`src/rtl/fs_seq.sv`:
```
// Multi-cycle W-bit subtractor: one shared 8-bit ripple subtractor walks the
// operand bytes LSB-first, carrying the borrow between passes.

module FS_8 (
  input  logic [7:0] x,
  input  logic [7:0] y,
  input  logic       cin,
  output logic [7:0] out,
  output logic       cout
);
  logic [8:0] brw;

  always_comb begin
    brw    = '0;
    brw[0] = cin;
    out    = '0;
    for (int unsigned i = 0; i < 8; i++) begin
      out[i]     = x[i] ^ y[i] ^ brw[i];
      brw[i + 1] = (~x[i] & y[i]) | (~(x[i] ^ y[i]) & brw[i]);
    end
    cout = brw[8];
  end
endmodule

module fs_seq #(
  parameter int NUM_SLICES = 4
) (
  input  logic                    clk,
  input  logic                    rst,
  input  logic                    in_valid,
  output logic                    in_ready,
  input  logic [8*NUM_SLICES-1:0] a,
  input  logic [8*NUM_SLICES-1:0] b,
  input  logic                    bin,
  output logic                    out_valid,
  input  logic                    out_ready,
  output logic [8*NUM_SLICES-1:0] diff,
  output logic                    bout,
  output logic                    zero
);
  localparam int IW = (NUM_SLICES > 1) ? $clog2(NUM_SLICES) : 1;
  localparam logic [IW-1:0] LAST = IW'(NUM_SLICES - 1);

  typedef enum logic [1:0] {IDLE, RUN, DONE} state_t;

  state_t state, state_nx;

  logic [IW-1:0]                idx;
  logic                         brw;
  logic [NUM_SLICES-1:0][7:0]   a_q;
  logic [NUM_SLICES-1:0][7:0]   b_q;
  logic [NUM_SLICES-1:0][7:0]   diff_q;
  logic                         bout_q;
  logic [7:0]                   fs_out;
  logic                         fs_cout;

  FS_8 u_fs (
    .x    (a_q[idx]),
    .y    (b_q[idx]),
    .cin  (brw),
    .out  (fs_out),
    .cout (fs_cout)
  );

  always_ff @(posedge clk) begin
    if (rst) state <= IDLE;
    else     state <= state_nx;
  end

  always_comb begin
    state_nx = state;
    case (state)
      IDLE:    if (in_valid)      state_nx = RUN;
      RUN:     if (idx == LAST)   state_nx = DONE;
      DONE:    if (out_ready)     state_nx = IDLE;
      default:                    state_nx = IDLE;
    endcase
  end

  always_comb begin
    in_ready  = (state == IDLE);
    out_valid = (state == DONE);
  end

  // Datapath: operands are only captured in IDLE, so RUN/DONE ignore the inputs.
  always_ff @(posedge clk) begin
    if (rst) begin
      idx    <= '0;
      brw    <= 1'b0;
      a_q    <= '0;
      b_q    <= '0;
      diff_q <= '0;
      bout_q <= 1'b0;
    end else begin
      case (state)
        IDLE: if (in_valid) begin
          a_q <= a;
          b_q <= b;
          brw <= bin;
          idx <= '0;
        end
        RUN: begin
          diff_q[idx] <= fs_out;
          brw         <= fs_cout;
          if (idx == LAST) begin
            bout_q <= fs_cout;
            idx    <= '0;
          end else begin
            idx <= idx + 1'b1;
          end
        end
        default: ;
      endcase
    end
  end

  assign diff = diff_q;
  assign bout = bout_q;
  assign zero = (diff_q == '0);
endmodule

```
`config.mk`:
```
export PLATFORM = sky130hd
export DESIGN_NAME = fs_seq
export DESIGN_NICKNAME = d
export VERILOG_FILES = /design/src/rtl/fs_seq.sv
export SDC_FILE = /design/constraint.sdc
export NUM_CORES = 1
export LEC_CHECK = 0
export ABC_AREA = 1
export CORE_ASPECT_RATIO = 1.25
export CORE_UTILIZATION = 25
export DETAILED_ROUTE_END_ITERATION = 7
export GPL_TIMING_DRIVEN = 0
export MAX_ROUTING_LAYER = met4
export SYNTH_ARGS = -nofsm -noshare
export SYNTH_HDL_FRONTEND = slang
export SYNTH_HIERARCHICAL = 1
export SYNTH_SLANG_ARGS = --single-unit
```
`constraint.sdc`:
```
create_clock -name clk -period 4.45 [get_ports clk]
set_clock_uncertainty 0.1 [all_clocks]
set_input_delay 0.89 -clock clk [delete_from_list [all_inputs] [get_ports clk]]
set_output_delay 0.89 -clock clk [all_outputs]
set_load 0.05 [all_outputs]
```
### Word level (Yosys, flattened, before mapping)

Index checks and enable logic that the tools add are counted.
W data, S select, Z words.

| operators by class | value |
|---|---|
| add/sub/neg operators | 1 |
| muxes and demuxes | 16 |
| order comparisons | 2 |
| reductions and logical operators | 8 |
| bitwise logic cells | 56 |
| equality and inequality tests | 6 |

Operators with widths:

| kind | number |
|---|---|
| $bmux W8 S2 | 2 |
| $bwmux W32 | 1 |
| $logic_not A32 Y1 | 1 |
| $mux W8 | 3 |
| $and A1 B1 Y1 | 16 |
| $demux W8 S2 | 1 |
| $not A1 Y1 | 16 |
| $xor A1 B1 Y1 | 16 |
| $mux W2 | 5 |
| $or A1 B1 Y1 | 8 |
| $pmux W2 S3 | 1 |
| $reduce_and A2 Y1 | 3 |
| $eq A2 B2 Y1 const B | 2 |
| $ne A2 B2 Y1 const B | 2 |
| $pmux W2 S2 | 1 |
| $lt A2 B3 Y1 const B | 1 |
| $reduce_and A3 Y1 | 1 |
| $add A2 B1 Y2 const B | 1 |
| $eq A2 B1 Y1 const B | 1 |
| $ge A2 B1 Y1 const B | 1 |
| $logic_not A2 Y1 | 1 |
| $ne A2 B1 Y1 const B | 1 |
| $pmux W1 S2 | 1 |
| $reduce_bool A2 Y1 | 1 |
| other kinds (2) | 2 |

| storage, ports and cells | value |
|---|---|
| output and inout port bits | 36 |
| logic and storage cells | 105 |
| bits of input ports | 69 |
| register bits | 102 |

### Longest topological paths before layout

Gate-level depths: netlist of run 1.

| depth | value |
|---|---|
| depth after elaboration | 21 |
| mapped depth | 20 |
| depth with buffers taken out | 19 |

### Modules after synthesis

Netlist of run 1, hierarchy kept.

Modules (own cells, without submodules):

| module | area each (um2) | instances | cells each | seq. area each (um2) |
|---|---|---|---|---|
| fs_seq | 4,251.6 | 1 | 582 | 2,042.0 |
| FS_8 | 227.7 | 1 | 26 | 0.0 |

### Worst setup path after synthesis of run 1

OpenSTA, ideal clock, no wires.

| timing | value |
|---|---|
| kind | register -> register |
| start point | register idx[0] |
| end point | register diff_q (netlist bit diff[31]) |
| required time | 4.234 ns |
| clock period less this slack | 4.315 ns |
| setup slack | 0.135 ns |
| stages on the path, launching flop included | 18 |
| buffers on the path | 1 |
| library setup time | 0.116 ns |
| data arrival time | 4.098 ns |
| cell sequence | dfxtp_1 > inv_1 > clkbuf_1 > o21ai_0 > o22ai_1 > inv_1 > fa_1 > inv_1 > fa_1 > fa_1 > fa_1 > fa_1 > fa_1 > fa_1 > inv_1 > fa_1 > nor2_1 > nor2_1 |

| on the way | value |
|---|---|
| cells in the longest elaborated chain, start to end | 20 |
| elaborated cells between the ends (all ways) | 54 |
| those cells by class | 2 x order compare; 7 x mux; 44 x bitwise; 1 x reduce/logical |

Ends and longest elaborated chain:

| element | line | source |
|---|---|---|
| start: declaration | 48 | `logic [IW-1:0] idx;` |
| start signal: assignment | 109 | `idx <= idx + 1'b1;` |
| $bmux W8 S2, on equally long branches | 58, 59 |  |
| $mux W8, on equally long branches | 58, 59 |  |
| $xor A1 B1 Y1 | 19 | `brw[i + 1] = (~x[i] & y[i]) \| (~(x[i] ^ y[i]) & brw[i]);` |
| $not A1 Y1 | 19 |  |
| $and A1 B1 Y1 | 19 |  |
| $or A1 B1 Y1 | 19 |  |
| $and A1 B1 Y1 | 19 |  |
| $or A1 B1 Y1 | 19 |  |
| [... 5 more ...] | - |  |
| $or A1 B1 Y1 | 19 |  |
| $and A1 B1 Y1 | 19 |  |
| $or A1 B1 Y1 | 19 |  |
| $and A1 B1 Y1 | 19 |  |
| $or A1 B1 Y1 | 19 |  |
| $xor A1 B1 Y1 (*) | 18 | `out[i] = x[i] ^ y[i] ^ brw[i];` |
| named net fs_out[7] | 54 | `logic [7:0] fs_out;` |
| $bwmux W32 (*) | 103 | `diff_q[idx] <= fs_out;` |
| end signal: indexed assignment | 103 |  |
| end: declaration | 52 | `logic [NUM_SLICES-1:0][7:0] diff_q;` |

The timed path passes the listed nets; every way through them passes the cells marked *. The select of a mux whose other input is x is not followed.
A chain may end at the register's enable or synchronous reset.

### Final worst setup path of run 1

| timing | value |
|---|---|
| start point | register idx[0] |
| end point | register diff_q (netlist bit diff[15]) |

Same word-level chain as after synthesis.

==> flow_summary.toml, run 1 <==
[run_status]
status = "completed"

[route]
vias_per_cell = 4.357
ant_nets = 0
drcViolationCount = 0
dr.first_iter.drc_count = 210
wire_per_inst_um = 13.80
detailroute.wirelength.met3_um = 591
wl_met2_um = 6628
vias = 4183
wl_met1_um = 5838
top_layer = "met4"
first_pass_iters = 4
routed_wl_um = 13250

[pwr]
cellLeakagePower_nw = 2.605
peakVddDrop_mv = 0.2088
p_total_mw = 2.624
p_per_area_nw_per_um2 = 416.0

[layout]
layout_common_cells = "nor2_1 (248), o21ai_0 (104), clkdlybuf4s50_1 (104)"
fin_util_pct = 36.05
area_growth_pct = 40.84
final_cells = 960
final_common_cell = "nor2_1"
n_antenna_cell = 0
postLayoutCellArea_sq_um = 6309
final_nets = 812
drive_gt1_share_pct = 9.918

[synthesis]
yosys.cell_types.count = 21
synthAdderAreaFrac_pct = 4.693
synthMuxAreaShare_pct = 0
syn_area_sq_um = 4479
synth_compound_area_share_pct = 17.26
syn_avg_cell_area_sq_um = 7.367
synth-simple-area-share_pct = 24.64
ys_ff_latch = 102
synth_top_family_by_area = "simple AND/OR/NAND/NOR gates"
ys_warn_count = 6
synth_cells = 608
ys_seq_area_share_pct = 45.59
synthXorXnorAreaFrac_pct = 0
synth_nets = 689

[clock_network]
cts-htree-levels = 3
cts_tree = "yes"
clock_latency_ns = 0.35
cts_buffer_depth = 2
clock_sinks = 102
numCtsBuffers = 9
clk_pin_slew_worst_paths_ns = 0.07
cts_root_buf = "clkbuf_16"

[flow_run]
drv_cap = 0

[sta]
maxSlewHeadroom_pct = 65.65
worst_slew_pin_slew_ns = 0.5137
finalHoldViolations = 0
fmax_ghz = 0.2340
timing.final.crit_period_ns = 4.273
slew_violations = 0
post-route-period-util_pct = 96.03
setup_viol = 0
grt_setup_unrepaired = "no"

[die]
die_width_um = 121.7
start_util_pct = 25.60
core_sq_um = 17500
ios = 105
num_rows = 54
die_area_sq_um = 18460
chipHeight_um = 151.7

[global_route]
grtUsageTotal_pct = 16.01
antenna_found_initial = 0
grt_start_max_net_pins = 18
grt_overflow_total = 0
grt_pass1_wl_um = 21600
grt_pass1_vias = 4212

[setup_path]
arrival_ns = 4.42
rr_startpoint = "idx[0]$_SDFFE_PP0P_"
startpoint = "idx[0]$_SDFFE_PP0P_"
path_max_fanout = 10
end_kind = "flop"
setup.worst_path.class = "reg -> reg"
required_ns = 4.60
worstSetupStartpointType = "flop"

[place]
dpl_cell_area_sq_um = 5801
gp_congestion = 0.8046
dp_hpwl_um = 10130
port_buffers = 104
dp.cells = 936

[worst_hold_path]
hp-class = "reg -> reg"
worstHoldStart = "bout$_SDFFE_PP0P_"
-- critical path, stage by stage, from the launching register on --
cell and delay (ns):
dfxtp_4 0.39, inv_4 0.07, buf_4 0.17, o21ai_1 0.14
o22ai_1 0.08, inv_1 0.08, fa_1 0.16, inv_1 0.06
fa_2 0.35, fa_2 0.35, fa_2 0.34, fa_1 0.38
fa_1 0.39, fa_2 0.37, inv_2 0.07, fa_2 0.50
nor2_2 0.11, nor2_1 0.05
-- state kept, by name (all words and copies together), names as in the netlist --
signal,flops
state,2
b_q,32
a_q,32
brw,1
bout,1
diff,32
idx,2
-- cell type report --
class                   count  area, sq um
fillers                  1835        11190
multi-input cells         441         2116
flip-flops and latches    102         2049
repair buffers            112         1101
well taps                 224        280.3
plain buffers              32        261.5
clock buffers               9        225.2
clock inverters             7        145.1
inverters                  33        130.1
-- worst paths after layout --
check                           to  slack (ns)  depth (start not counted)
max reg2reg  diff[15]$_SDFFE_PP0P_        0.18                         17
max          diff[15]$_SDFFE_PP0P_        0.18                         17
min              bout$_SDFFE_PP0P_        0.37                          2
min reg2reg      bout$_SDFFE_PP0P_        0.37                          2
-- what timing repair did --
action,4_1_cts,5_1_grt
pin swaps,2,5
setup endpoints to repair,10,5
setup buffers,8,0
hold buffers,0,0
cloned,0,0
resized for setup,25,10
-- cell families after synthesis --
| group | Yosys count |
|---|---|
| and+or+nand+nor | 279 |
| AOI/OAI and AO/OA | 150 |
| DFF | 102 |
| buffers and inverters | 65 |
| adders and majority gates | 12 |
-- routing by layer --
metal | global-route usage [%] | vias up
met2 | 27.67 | 108
li1 | - | 2199
met5 | - | -
met4 | 4.630 | 0
met3 | 2.695 | 14
met1 | 19.00 | 1862
-- power breakdown --
part / internal [mW] / switching, mW / leakage (nW)
Sequential: 0.979 / 0.0412 / 0.841
Clock: 0.610 / 0.363 / 0.176
Combinational: 0.243 / 0.389 / 1.59
-- synthesized netlist by cell type --
cell / instances / share of area [%]
buf_1: 2 / 0.17
nand2_4: 2 / 0.50
inv_2: 2 / 0.17
buf_6: 13 / 3.3
dfxtp_1: 102 / 46
nand3_1: 1 / 0.11
o21a_1: 1 / 0.17
ha_1: 4 / 1.1
nor2_4: 5 / 1.3
nand2_2: 1 / 0.14
inv_1: 31 / 2.6
clkbuf_2: 1 / 0.11
a21oi_1: 3 / 0.34
nand2_1: 18 / 1.5
o21ai_0: 106 / 12
fa_1: 8 / 3.6
clkbuf_1: 10 / 0.84
nor2_1: 252 / 21
o21ai_1: 24 / 2.7
buf_2: 6 / 0.67
o22ai_1: 16 / 2.2
-- through the flow --
stage          hold WS (ns)  setup TNS, ns  worst slack, ns
6_report             0.3654              0           0.1766
3_5_place_dp         0.3616         -3.807          -0.6083
3_3_place_gp         0.3577         -3.202          -0.5363
2_1_floorplan        0.3489              0           0.1352
4_1_cts              0.3727              0          0.03251
5_1_grt              0.3850              0          0.02339
Note: power is estimated with default switching activity, not from simulation.
==> run 2: changes to the inputs <==
- CORE_UTILIZATION: 25 -> 41
- PLACE_DENSITY: default -> 0.7
==> flow_summary.toml, run 2 (synthesis gave the netlist of run 1 again) <==
[setup_path]
worstSetupStartpointType = "flop"
cpMaxStageDelayCell = "fa_2"
path_common_cell = "fa_2"
path_cells = "buf_2, nor2_1, o22ai_2, fa_2, inv_1, fa_1, fa_2, fa_2, fa_2, fa_2, fa_2, inv_1, fa_2, nor2_2, nor2_1"
path_max_fanout = 10
cpLargestDelayFamily = "adder cells"
end_kind = "flop"
required_ns = 4.58
critPathMaxStageDelay_ns = 0.49
setup.worst_path.class = "reg -> reg"
arrival_ns = 4.42
critPathBufInv = 3

[pwr]
peakVddDrop_mv = 0.2453
cellLeakagePower_nw = 2.542
p_per_area_nw_per_um2 = 392.0

[sta]
setup_viol = 0
finalHoldViolations = 0
post-route-period-util_pct = 96.45
fmax_ghz = 0.2330
timing.final.crit_period_ns = 4.292
worst_slew_pin_slew_ns = 0.5557
maxSlewHeadroom_pct = 62.95
grt_setup_unrepaired = "no"
slew_violations = 0

[clock_network]
cts_tree = "yes"
clk_pin_slew_worst_paths_ns = 0.07
cts_root_buf = "clkbuf_16"
clock_latency_ns = 0.34
cts_buffer_depth = 2
clock_sinks = 102
cts-htree-levels = 3
numCtsBuffers = 9

[die]
die_area_sq_um = 11350
core_sq_um = 10620
start_util_pct = 42.20
chipHeight_um = 118.9
die_width_um = 95.49
num_rows = 42
ios = 105

[worst_hold_path]
hp-class = "reg -> reg"

[layout]
area_growth_pct = 35.36
layout_common_cells = "nor2_1 (250), o21ai_0 (104), clkdlybuf4s50_1 (104)"
n_antenna_cell = 0
drive_gt1_share_pct = 9.016
final_nets = 808
fin_util_pct = 57.12
multi_input_area_sq_um = 2116
nFillCells = 1018
final_cells = 864
seqCellArea_sq_um = 2049
final_common_cell = "nor2_1"

[global_route]
grtUsageTotal_pct = 22.61
grt_overflow_total = 0
grt_start_max_net_pins = 18
grt_pass1_wl_um = 19100
grt_pass1_vias = 4167
antenna_found_initial = 0

[place]
gp_congestion = 0.8954
dp.cells = 844
dp_hpwl_um = 9246
port_buffers = 104

[route]
routed_wl_um = 11930
dr.first_iter.drc_count = 191
wire_per_inst_um = 13.81
vias = 4316
ant_nets = 0
vias_per_cell = 4.995
first_pass_iters = 4
drcViolationCount = 0

[run_status]
status = "completed"

[flow_run]
drv_cap = 0
## run 2: layout make-up
cell class / count / share of cell area, %
clock inverters: 5 / 0.6810
multi-input cells: 441 / 34.89
plain buffers: 32 / 4.148
flip-flops and latches: 102 / 33.80
clock buffers: 11 / 4.003
inverters: 33 / 2.084
well taps: 132 / 2.724
repair buffers: 108 / 17.66
## run 2: routing by layer
| layer | vias to the layer above | share of wire (%) | global-route usage, % |
|---|---|---|---|
| met5 | - | 0 | - |
| met4 | 0 | 2.9 | 10.26 |
| met3 | 28 | 4.4 | 2.746 |
| met2 | 137 | 51 | 39.06 |
| met1 | 1966 | 42 | 25.65 |
| li1 | 2185 | - | - |
## run 2: tightest hold or removal path, stage by stage, from the launching register on
cell and delay (ns):
dfxtp_1 0.32, nand2_1 0.06, a21oi_1 0.05
## run 2: what timing repair did
item	4_1_cts	5_1_grt
pin swaps	2	3
hold buffers	0	0
endpoints found under the setup margin	10	5
buffers inserted	1	3
resized for setup	19	11
## run 2: metrics by stage
stage               hold slack [ns]  setup slack (ns)  total power, mW  TNS, ns  cell area [sq um]
floorplan                    0.3489            0.1352            1.398        0               4479
global placement             0.3581           -0.5095            1.616   -2.983               5685
detailed placement           0.3690           -0.5485            1.626   -3.405               5685
CTS                          0.3814           0.02610            2.368        0               6017
global route                 0.4028           0.02670            2.488        0               6063
finish                       0.3786            0.1581            2.377        0               6063
## run 2: worst paths after layout
path	from	end	slack [ns]	cells after the start
max	idx[0]$_SDFFE_PP0P_	diff[7]$_SDFFE_PP0P_	0.16	15
min	bout$_SDFFE_PP0P_	bout$_SDFFE_PP0P_	0.38	2
max reg2reg	idx[0]$_SDFFE_PP0P_	diff[7]$_SDFFE_PP0P_	0.16	15
min reg2reg	bout$_SDFFE_PP0P_	bout$_SDFFE_PP0P_	0.38	2
## run 2: where the power goes
group          total, mW  switching (mW)  internal [mW]
Clock              0.746           0.346          0.400
Sequential          1.02          0.0416          0.979
Combinational      0.610           0.375          0.236
